## config.mk

```make
export PLATFORM = sky130hd
export DESIGN_NAME = lane_sr_flat
export DESIGN_NICKNAME = d
export VERILOG_FILES = /design/src/rtl/lane_sr_if.sv /design/src/rtl/lane_sr.sv /design/src/flat_wrapper.sv
export SDC_FILE = /design/constraint.sdc
export NUM_CORES = 1
export LEC_CHECK = 0
export BUFFER_PORTS_ARGS = -buffer_cell sky130_fd_sc_hd__buf_2
export CORE_AREA = 4 4 215 217
export CTS_CLUSTER_SIZE = 12
export DETAILED_ROUTE_END_ITERATION = 10
export DIE_AREA = 0 0 219 221
export GPL_ROUTABILITY_DRIVEN = 0
export GPL_TIMING_DRIVEN = 0
export RECOVER_POWER = 25
export REMOVE_ABC_BUFFERS = 1
export SKIP_CTS_REPAIR_TIMING = 1
export SYNTH_ARGS = -nofsm -noshare
export SYNTH_HDL_FRONTEND = slang
export SYNTH_SLANG_ARGS = --single-unit
```

## constraint.sdc

```tcl
create_clock -name clk -period 2.4 [get_ports clk]
set_input_delay 0 -clock clk [delete_from_list [all_inputs] [get_ports clk]]
set_output_delay 0 -clock clk [all_outputs]
set_load 0.01 [all_outputs]
```

## src/rtl/lane_sr_if.sv

```systemverilog
// Bus bundle for lane_sr: control, per-lane data/valid in, exit and parallel outputs.
// Combinational bundle only; no handshake, every request is accepted on the edge.
interface lane_sr_if #(
    parameter int DATA_W = 8,
    parameter int DEPTH  = 7,
    parameter int LANES  = 4
);
    localparam int CW = $clog2(DEPTH + 1);

    logic                          clear;
    logic                          load_enable;
    logic                          shift_enable;
    logic                          circ_enable;
    logic [LANES-1:0]              lane_mask;
    logic [LANES*DATA_W-1:0]       data_in;
    logic [LANES-1:0]              valid_in;
    logic [LANES*DEPTH*DATA_W-1:0] parallel_in;
    logic [LANES*DATA_W-1:0]       data_out;
    logic [LANES-1:0]              valid_out;
    logic [LANES*DEPTH*DATA_W-1:0] parallel_out;
    logic [LANES*CW-1:0]           fill_count;
    logic [LANES-1:0]              full;
    logic [LANES-1:0]              empty;

    modport master (
        output clear, load_enable, shift_enable, circ_enable, lane_mask,
               data_in, valid_in, parallel_in,
        input  data_out, valid_out, parallel_out, fill_count, full, empty
    );

    modport slave (
        input  clear, load_enable, shift_enable, circ_enable, lane_mask,
               data_in, valid_in, parallel_in,
        output data_out, valid_out, parallel_out, fill_count, full, empty
    );
endinterface

```

## src/rtl/lane_sr.sv

```systemverilog
// Multi-lane word shift register with per-stage valid, lane mask, parallel load and rotate.
// A word reaches data_out after DEPTH shifts; no backpressure, the exit word is dropped on shift.
module lane_sr #(
    parameter int DATA_W    = 8,
    parameter int DEPTH     = 7,
    parameter int LANES     = 4,
    parameter int MSB_FIRST = 0
) (
    input logic     clk,
    input logic     n_rst,
    lane_sr_if.slave bus
);
    localparam int CW    = $clog2(DEPTH + 1);
    localparam int ENTRY = (MSB_FIRST != 0) ? 0 : DEPTH - 1;
    localparam int EXIT  = (MSB_FIRST != 0) ? DEPTH - 1 : 0;

    typedef logic [DEPTH-1:0][DATA_W-1:0] lane_dat_t;

    lane_dat_t        data_q  [LANES];
    logic [DEPTH-1:0] valid_q [LANES];
    lane_dat_t        shf_dat [LANES];
    logic [DEPTH-1:0] shf_vld [LANES];
    logic [CW-1:0]    fill    [LANES];

    // Shift the whole lane vector one stage toward EXIT, then overwrite the entry stage.
    always_comb begin
        for (int l = 0; l < LANES; l++) begin
            if (MSB_FIRST != 0) begin
                shf_dat[l] = data_q[l] << DATA_W;
                shf_vld[l] = valid_q[l] << 1;
            end else begin
                shf_dat[l] = data_q[l] >> DATA_W;
                shf_vld[l] = valid_q[l] >> 1;
            end
            if (bus.circ_enable) begin
                shf_dat[l][ENTRY] = data_q[l][EXIT];
                shf_vld[l][ENTRY] = valid_q[l][EXIT];
            end else begin
                shf_dat[l][ENTRY] = bus.data_in[l*DATA_W +: DATA_W];
                shf_vld[l][ENTRY] = bus.valid_in[l];
            end
        end
    end

    always_ff @(posedge clk) begin
        if (!n_rst || bus.clear) begin
            for (int l = 0; l < LANES; l++) begin
                data_q[l]  <= '0;
                valid_q[l] <= '0;
            end
        end else if (bus.load_enable) begin
            for (int l = 0; l < LANES; l++) begin
                data_q[l]  <= bus.parallel_in[l*DEPTH*DATA_W +: DEPTH*DATA_W];
                valid_q[l] <= '1;
            end
        end else if (bus.shift_enable) begin
            for (int l = 0; l < LANES; l++) begin
                if (bus.lane_mask[l]) begin
                    data_q[l]  <= shf_dat[l];
                    valid_q[l] <= shf_vld[l];
                end
            end
        end
    end

    always_comb begin
        bus.data_out     = '0;
        bus.valid_out    = '0;
        bus.parallel_out = '0;
        bus.fill_count   = '0;
        bus.full         = '0;
        bus.empty        = '0;
        for (int l = 0; l < LANES; l++) begin
            fill[l] = CW'($countones(valid_q[l]));
            bus.data_out[l*DATA_W +: DATA_W]                 = data_q[l][EXIT];
            bus.valid_out[l]                                 = valid_q[l][EXIT];
            bus.parallel_out[l*DEPTH*DATA_W +: DEPTH*DATA_W] = data_q[l];
            bus.fill_count[l*CW +: CW]                       = fill[l];
            bus.full[l]                                      = (fill[l] == CW'(DEPTH));
            bus.empty[l]                                     = (fill[l] == '0);
        end
    end
endmodule
```

## src/flat_wrapper.sv

```systemverilog
// flat-port wrapper written by rule: the top's interface ports become plain ports
module lane_sr_flat 
#(
    parameter int DATA_W    = 8,
    parameter int DEPTH     = 7,
    parameter int LANES     = 4,
    parameter int MSB_FIRST = 0
)
  (clk, n_rst, bus_clear, bus_load_enable, bus_shift_enable, bus_circ_enable, bus_lane_mask, bus_data_in, bus_valid_in, bus_parallel_in, bus_data_out, bus_valid_out, bus_parallel_out, bus_fill_count, bus_full, bus_empty);
  lane_sr_if #(.DATA_W(DATA_W), .DEPTH(DEPTH), .LANES(LANES)) bus_i ();
  input logic clk;
  input logic n_rst;
  input wire logic [$bits(bus_i.clear)-1:0] bus_clear;
  input wire logic [$bits(bus_i.load_enable)-1:0] bus_load_enable;
  input wire logic [$bits(bus_i.shift_enable)-1:0] bus_shift_enable;
  input wire logic [$bits(bus_i.circ_enable)-1:0] bus_circ_enable;
  input wire logic [$bits(bus_i.lane_mask)-1:0] bus_lane_mask;
  input wire logic [$bits(bus_i.data_in)-1:0] bus_data_in;
  input wire logic [$bits(bus_i.valid_in)-1:0] bus_valid_in;
  input wire logic [$bits(bus_i.parallel_in)-1:0] bus_parallel_in;
  output wire logic [$bits(bus_i.data_out)-1:0] bus_data_out;
  output wire logic [$bits(bus_i.valid_out)-1:0] bus_valid_out;
  output wire logic [$bits(bus_i.parallel_out)-1:0] bus_parallel_out;
  output wire logic [$bits(bus_i.fill_count)-1:0] bus_fill_count;
  output wire logic [$bits(bus_i.full)-1:0] bus_full;
  output wire logic [$bits(bus_i.empty)-1:0] bus_empty;
  assign bus_i.clear = bus_clear;
  assign bus_i.load_enable = bus_load_enable;
  assign bus_i.shift_enable = bus_shift_enable;
  assign bus_i.circ_enable = bus_circ_enable;
  assign bus_i.lane_mask = bus_lane_mask;
  assign bus_i.data_in = bus_data_in;
  assign bus_i.valid_in = bus_valid_in;
  assign bus_i.parallel_in = bus_parallel_in;
  assign bus_data_out = bus_i.data_out;
  assign bus_valid_out = bus_i.valid_out;
  assign bus_parallel_out = bus_i.parallel_out;
  assign bus_fill_count = bus_i.fill_count;
  assign bus_full = bus_i.full;
  assign bus_empty = bus_i.empty;
  lane_sr #(.DATA_W(DATA_W), .DEPTH(DEPTH), .LANES(LANES), .MSB_FIRST(MSB_FIRST)) u_core (.clk(clk), .n_rst(n_rst), .bus(bus_i));
endmodule
```

==> flow_summary.ini, run 1 <==
[layout]
final_layout_size_suffix_gt1_share_pct = 27.11
syn2layout_area_growth_pct = 53.22
stdcell_area_um2 = 19070
layoutNonFillerInstCount = 2385
post-route-util_pct = 43.23
num-fill-cells = 4165
final_nets = 2064

[critical_path]
critPathCaptureType = primary output
r2r_start = u_core.data_q[3][3]
crit_required_ns = 2.40
arrival_ns = 2.99
max_stage_delay_ns = 0.52
cpMostUsedCell = inv_2
crit_fanout = 3
critPathKind = flop to primary output
rrSetupSlack_ns = 0.74
r2r_end = u_core.data_q[3][51]
path_cells = ha_1 > inv_2 > fa_1 > inv_2 > ha_4 > fa_2 > xor2_2 > and3_1 > buf_2
endpoint = bus_full[0]
start_kind = flop
cp-startpoint = u_core.valid_q[0][3]
slowest_stage = fa_1
rr_worst_depth = 3

[route]
drt-initial-drc-count = 910
drc_errors = 0
drtPass1Iterations = 6
routed_wl_um = 47950
vias = 11950
antenna_left = 0
vias_per_cell = 5.009
wl_per_cell_um = 20.11

[clock_tree]
cts_tree = built
worstSkewPairLatency_ns = 0.58
clk_pin_slew_ns = 0.06
cts_root_buf = clkbuf_16
htree_levels = 1
cts_made_buffers = 29
numClockSinks = 252
cts_max_path_buffers = 3

[logic_synthesis]
synth_top_flop_cell = edfxtp_1
synth_edf_count = 245
synthCells = 1031
syn_avg_cell_area_um2 = 12.07
ys_types = 41
async_reset_ff_share_pct = 0
yosys_register_bits = 252
syn_area_um2 = 12450
yosysWarnings = 0
yosysSeqAreaShare_pct = 60.23

[run]
drv_cap = 1

[place]
dp_hpwl_um = 30750
dp_cells = 2061
placed_area_um2 = 15570
port_buffers = 549

[timing]
hold_viol_final = 1
holdWs_ns = -0.01791
min_period_over_period_pct = 124.4
setup_violations = 22
fin_crit_ns = 2.986
skew_ns = 0.03786
max_freq_ghz = 0.3348
worstMarginPinSlew_ns = 1.666
slew_violations = 42
fin_ws_ns = -0.5864
rsz0062_at_grt = true
slew_headroom_pct = -11.07

[floorplan]
initial_core_util_pct = 28.21
die_w_um = 219
fp.dieH_um = 221
dieArea_um2 = 48400
core_um2 = 44120
ioPinCount = 550
rows = 77

[grt]
grt_overflow_total = 0
grt_pass1_wl_um = 63840
grt_pass1_vias = 10540
grt_util_all_layers_pct = 16.55
antenna_found_initial = 7
grt_max_degree = 77

[pwr]
power.internal_mw = 8.671
pwr-share-comb_pct = 18.7
pwr_density_cell_nw_per_um2 = 622.0
power_switching_mw = 3.193
p_sw_share_pct = 26.91
peakVddDrop_mv = 0.5320
power_leakage_nw = 7.929
p_seq_share_pct = 45.2
pwr-share-clk_pct = 36.1

[hold_path]
hp-class = input port to flop

[status]
status = finished, violations left
violations = hold timing, capacitance limit, slew limit, setup timing
## cell type report
type                            count  area (µm²)  area share [%]
Timing Repair Buffer              830        5567           29.19
Multi-Input combinational cell    630        4257           22.32
Antenna cell                        4       10.01         0.05248
Sequential cell                   252        7502           39.33
Inverter                           23       86.33          0.4526
Tap cell                          592       740.7           3.883
Clock inverter                     15       107.6          0.5642
Clock buffer                       39       803.3           4.211
## flip-flops by register name, summed over array words and instances (netlist names)
name / count
u_core.data_q: 224
u_core.valid_q: 28
## power groups by stage
stage / registers (mW) / logic, mW / clock network [mW]
floorplan: 5.53 / 0.634 / 0
global placement: 5.43 / 1.68 / 0
detailed placement: 5.43 / 1.72 / 0
CTS: 5.34 / 1.72 / 4.40
global route: 5.38 / 2.39 / 4.56
finish: 5.36 / 2.22 / 4.29
## routing by layer
layer	up-vias	global-route usage, %	part of all wire [%]
met4	8	3.976	3.9
met5	-	0	0.094
met1	5759	20.60	38
met2	723	28.26	49
met3	120	4.938	9.4
li1	5337	-	-
## worst min path at each step
stage                    startpoint              endpoint  slack (ns)  depth (start not counted)
2_1_floorplan  bus_parallel_in[216]  u_core.data_q[3][48]        0.19                          2
3_3_place_gp   bus_parallel_in[218]  u_core.data_q[3][50]        0.28                          3
5_1_grt             bus_data_in[11]  u_core.data_q[1][51]       0.009                          3
6_report            bus_data_in[23]  u_core.data_q[2][55]       -0.02                          3
3_5_place_dp   bus_parallel_in[218]  u_core.data_q[3][50]        0.28                          3
4_1_cts        bus_parallel_in[219]  u_core.data_q[3][51]       -0.29                          3
## stage by stage
step | setup WS (ns) | hold WS, ns | setup TNS [ns] | power, mW
finish | -0.5864 | -0.01791 | -7.861 | 11.86
global route | -0.7262 | 0.009103 | -21.04 | 12.34
CTS | -0.7081 | -0.2930 | -8.607 | 11.47
detailed placement | -0.5193 | 0.2809 | -55.48 | 7.146
global placement | -5.139 | 0.2816 | -1485.61 | 7.110
floorplan | -1.885 | 0.1871 | -407.53 | 6.166
## kinds of logic after synthesis
group / count (synthesis) / synth area share, %
AO/OA/AOI/OAI: 367 / 18.67
adder cells (fa/ha/maj): 28 / 3.538
AND/OR/NAND/NOR: 194 / 7.267
buffers and inverters: 149 / 7.036
multiplexers: 37 / 2.985
XOR/XNOR: 4 / 0.2814
flip-flops: 252 / 60.23
## synth_stat cells, types with 2 or more instances
library cell	count	share of area, %
ha_1	16	1.6
edfxtp_1	245	59
dfxtp_1	7	1.1
buf_6	13	1.2
o21ai_0	70	2.8
o2bb2ai_1	48	3.4
o21a_1	8	0.48
and3_1	5	0.25
o21ai_1	50	2.0
nand2_1	111	3.3
a22o_1	48	3.4
nor3_1	4	0.16
xor2_1	4	0.28
inv_1	21	0.63
nor2_1	9	0.27
clkbuf_1	25	0.75
buf_2	40	1.6
a211oi_1	15	0.90
buf_1	3	0.090
inv_2	2	0.060
o22ai_1	8	0.40
fa_1	12	1.9
a21oi_1	106	4.3
buf_4	45	2.7
mux2i_1	36	2.9
a21o_1	5	0.30
nand3_1	55	2.2
a221o_1	7	0.56
## critical path, delay by kind of cell, from the launching register on
| kind | cells | cell delay (ns) |
|---|---|---|
| XOR/XNOR | 1 | 0.23 |
| buffers and inverters | 3 | 0.23 |
| AND/OR/NAND/NOR | 1 | 0.19 |
| adder cells (fa/ha/maj) | 4 | 1.35 |
| flip-flops | 1 | 0.41 |
## cell usage in the layout (no fill, tap or decap), drive strengths merged, types with 11 or more instances in the layout
master	n
a211oi	16
a21oi	106
a22o	48
buf	398
clkbuf	215
clkinv	12
dlygate4sd3	256
edfxtp	245
fa	12
ha	16
inv	25
mux2i	36
nand2	111
nand3	55
nor2	11
o21ai	121
o2bb2ai	48
Note: power is estimated with default switching activity, not from simulation.
==> run 2, diff against run 1 <==
==> constraint.sdc (replaced) <==
create_clock -name clk -period 2.4 [get_ports clk]
set_input_delay 0.24 -clock clk [delete_from_list [all_inputs] [get_ports clk]]
set_output_delay 0.24 -clock clk [all_outputs]
set_load 0.01 [all_outputs]
==> run 2 against run 1 <==
The flow finishes with violations (hold timing, setup timing). Worst hold slack about the same. Fmax fell by 7.4%. Die area unchanged. Worst setup slack worse by 0.24 ns. First-iteration DRC count is 28% lower. Flip-flop and latch count stayed put. Via count fell by 9.8%. Clock power is essentially flat. Register-to-register slack better by 0.39 ns. Non-clock buffer count shrank 217. Power down 2.2%. Highest routed layer unchanged.
==> flow_summary.ini, run 2 (synthesis gave the netlist of run 1 again) <==
[status]
status = finished, violations left
violations = hold timing, setup timing

[pwr]
power_leakage_nw = 6.999
peakVddDrop_mv = 0.5309
pwr_density_cell_nw_per_um2 = 685.6
power_mw = 11.61

[layout]
top_register = u_core.data_q
num-fill-cells = 4428
layoutNonFillerInstCount = 2166
layout_common_cells = buf_2, edfxtp_1, clkbuf_1, nand2_1, a21oi_1
final_layout_size_suffix_gt1_share_pct = 31.49
final_nets = 1847
reg_top3 = u_core.data_q x224, u_core.valid_q x28
syn2layout_area_growth_pct = 35.99
stdcell_area_um2 = 16930
largest_register_ffs = 224
layout_commonest_cell = buf_2

[clock_tree]
cts_tree = built
clk_pin_slew_ns = 0.06
worstSkewPairLatency_ns = 0.57
cts_made_buffers = 29
cts_root_buf = clkbuf_16
numClockSinks = 252
cts_max_path_buffers = 3
htree_levels = 1

[timing]
rsz0062_at_grt = true
slew_headroom_pct = 23.06
hold_viol_final = 1
tns_ns = -11.04
min_period_over_period_pct = 134.4
fin_ws_ns = -0.8249
holdWs_ns = -0.01747
setup_violations = 22
fin_crit_ns = 3.225
slew_violations = 0
skew_ns = 0.03472
worstMarginPinSlew_ns = 1.154
max_freq_ghz = 0.3101

[place]
placed_area_um2 = 15570
port_buffers = 549
dp_hpwl_um = 30750
dp_cells = 2061

[grt]
grt_max_degree = 77
grt_util_all_layers_pct = 16.55
grt_pass1_wl_um = 63840
grt_pass1_vias = 10540
antenna_found_initial = 8
grt_overflow_total = 0

[critical_path]
crit_required_ns = 2.16
critPathCaptureType = primary output
start_kind = flop
critPathKind = flop to primary output
crit_fanout = 3
arrival_ns = 2.98

[route]
drtPass1Iterations = 5
wl_per_cell_um = 20.39
routed_wl_um = 44170
drt-initial-drc-count = 652
antenna_left = 0
drc_errors = 0
vias = 10770
vias_per_cell = 4.974

[run]
drv_cap = 0

[floorplan]
dieArea_um2 = 48400
fp.dieH_um = 221
rows = 77
ioPinCount = 550
initial_core_util_pct = 28.21
die_w_um = 219
core_um2 = 44120

[hold_path]
hp-class = input port to flop
[run 2: cell count changes in the layout (fill, tap and decap cells not counted), moves of 2 or more]
cell           delta
buf_4             +3
buf_6             +2
diode_2           -2
dlygate4sd3_1   -221
[run 2: power breakdown]
part / switching, mW / internal, mW
clock network: 1.83 / 2.45
logic: 1.09 / 0.889
registers: 0.206 / 5.15
[run 2: worst paths after layout]
kind / start / end / slack, ns / depth (start not counted)
max: u_core.valid_q[1][5] / bus_empty[1] / -0.82 / 9
min: bus_parallel_in[219] / u_core.data_q[3][51] / -0.02 / 3
max reg2reg: u_core.data_q[3][7] / u_core.data_q[3][55] / 1.13 / 2
min reg2reg: u_core.valid_q[2][6] / u_core.valid_q[2][5] / 0.54 / 1
[run 2: final cells by class]
type,count,area [µm²],area share (%)
well taps,592,740.7,4.375
flip-flops and latches,252,7502,44.32
clock inverters,15,107.6,0.6356
inverters,23,86.33,0.5100
clock buffers,39,803.3,4.745
diodes,2,5.005,0.02956
repair buffers,613,3398,20.07
multi-input cells,630,4285,25.31
[run 2: critical path: stages (launching register included)]
cell      delay (ns)
edfxtp_1        0.40
ha_1            0.31
inv_2           0.04
fa_1            0.55
inv_2           0.05
ha_4            0.15
fa_2            0.40
xor2_4          0.21
nor3_2          0.14
buf_2           0.16
[run 2: routing by layer]
layer	global-route usage, %	routed length [µm]	vias to the layer above
li1	-	-	4907
met1	20.60	17280	5257
met2	28.26	21670	527
met3	4.938	4068	70
met4	3.976	1082	12
met5	0	67	-
[run 2: per-stage QoR]
stage	worst slack [ns]	hold WS (ns)	util, %
after floorplan	-2.125	0.4271	-
after global placement	-5.379	0.4996	34.33
after detailed placement	-0.7593	0.5053	35.28
after CTS	-0.9481	-0.05303	37.35
after global routing	-0.9571	0.0001146	38.35
final	-0.8249	-0.01747	38.37
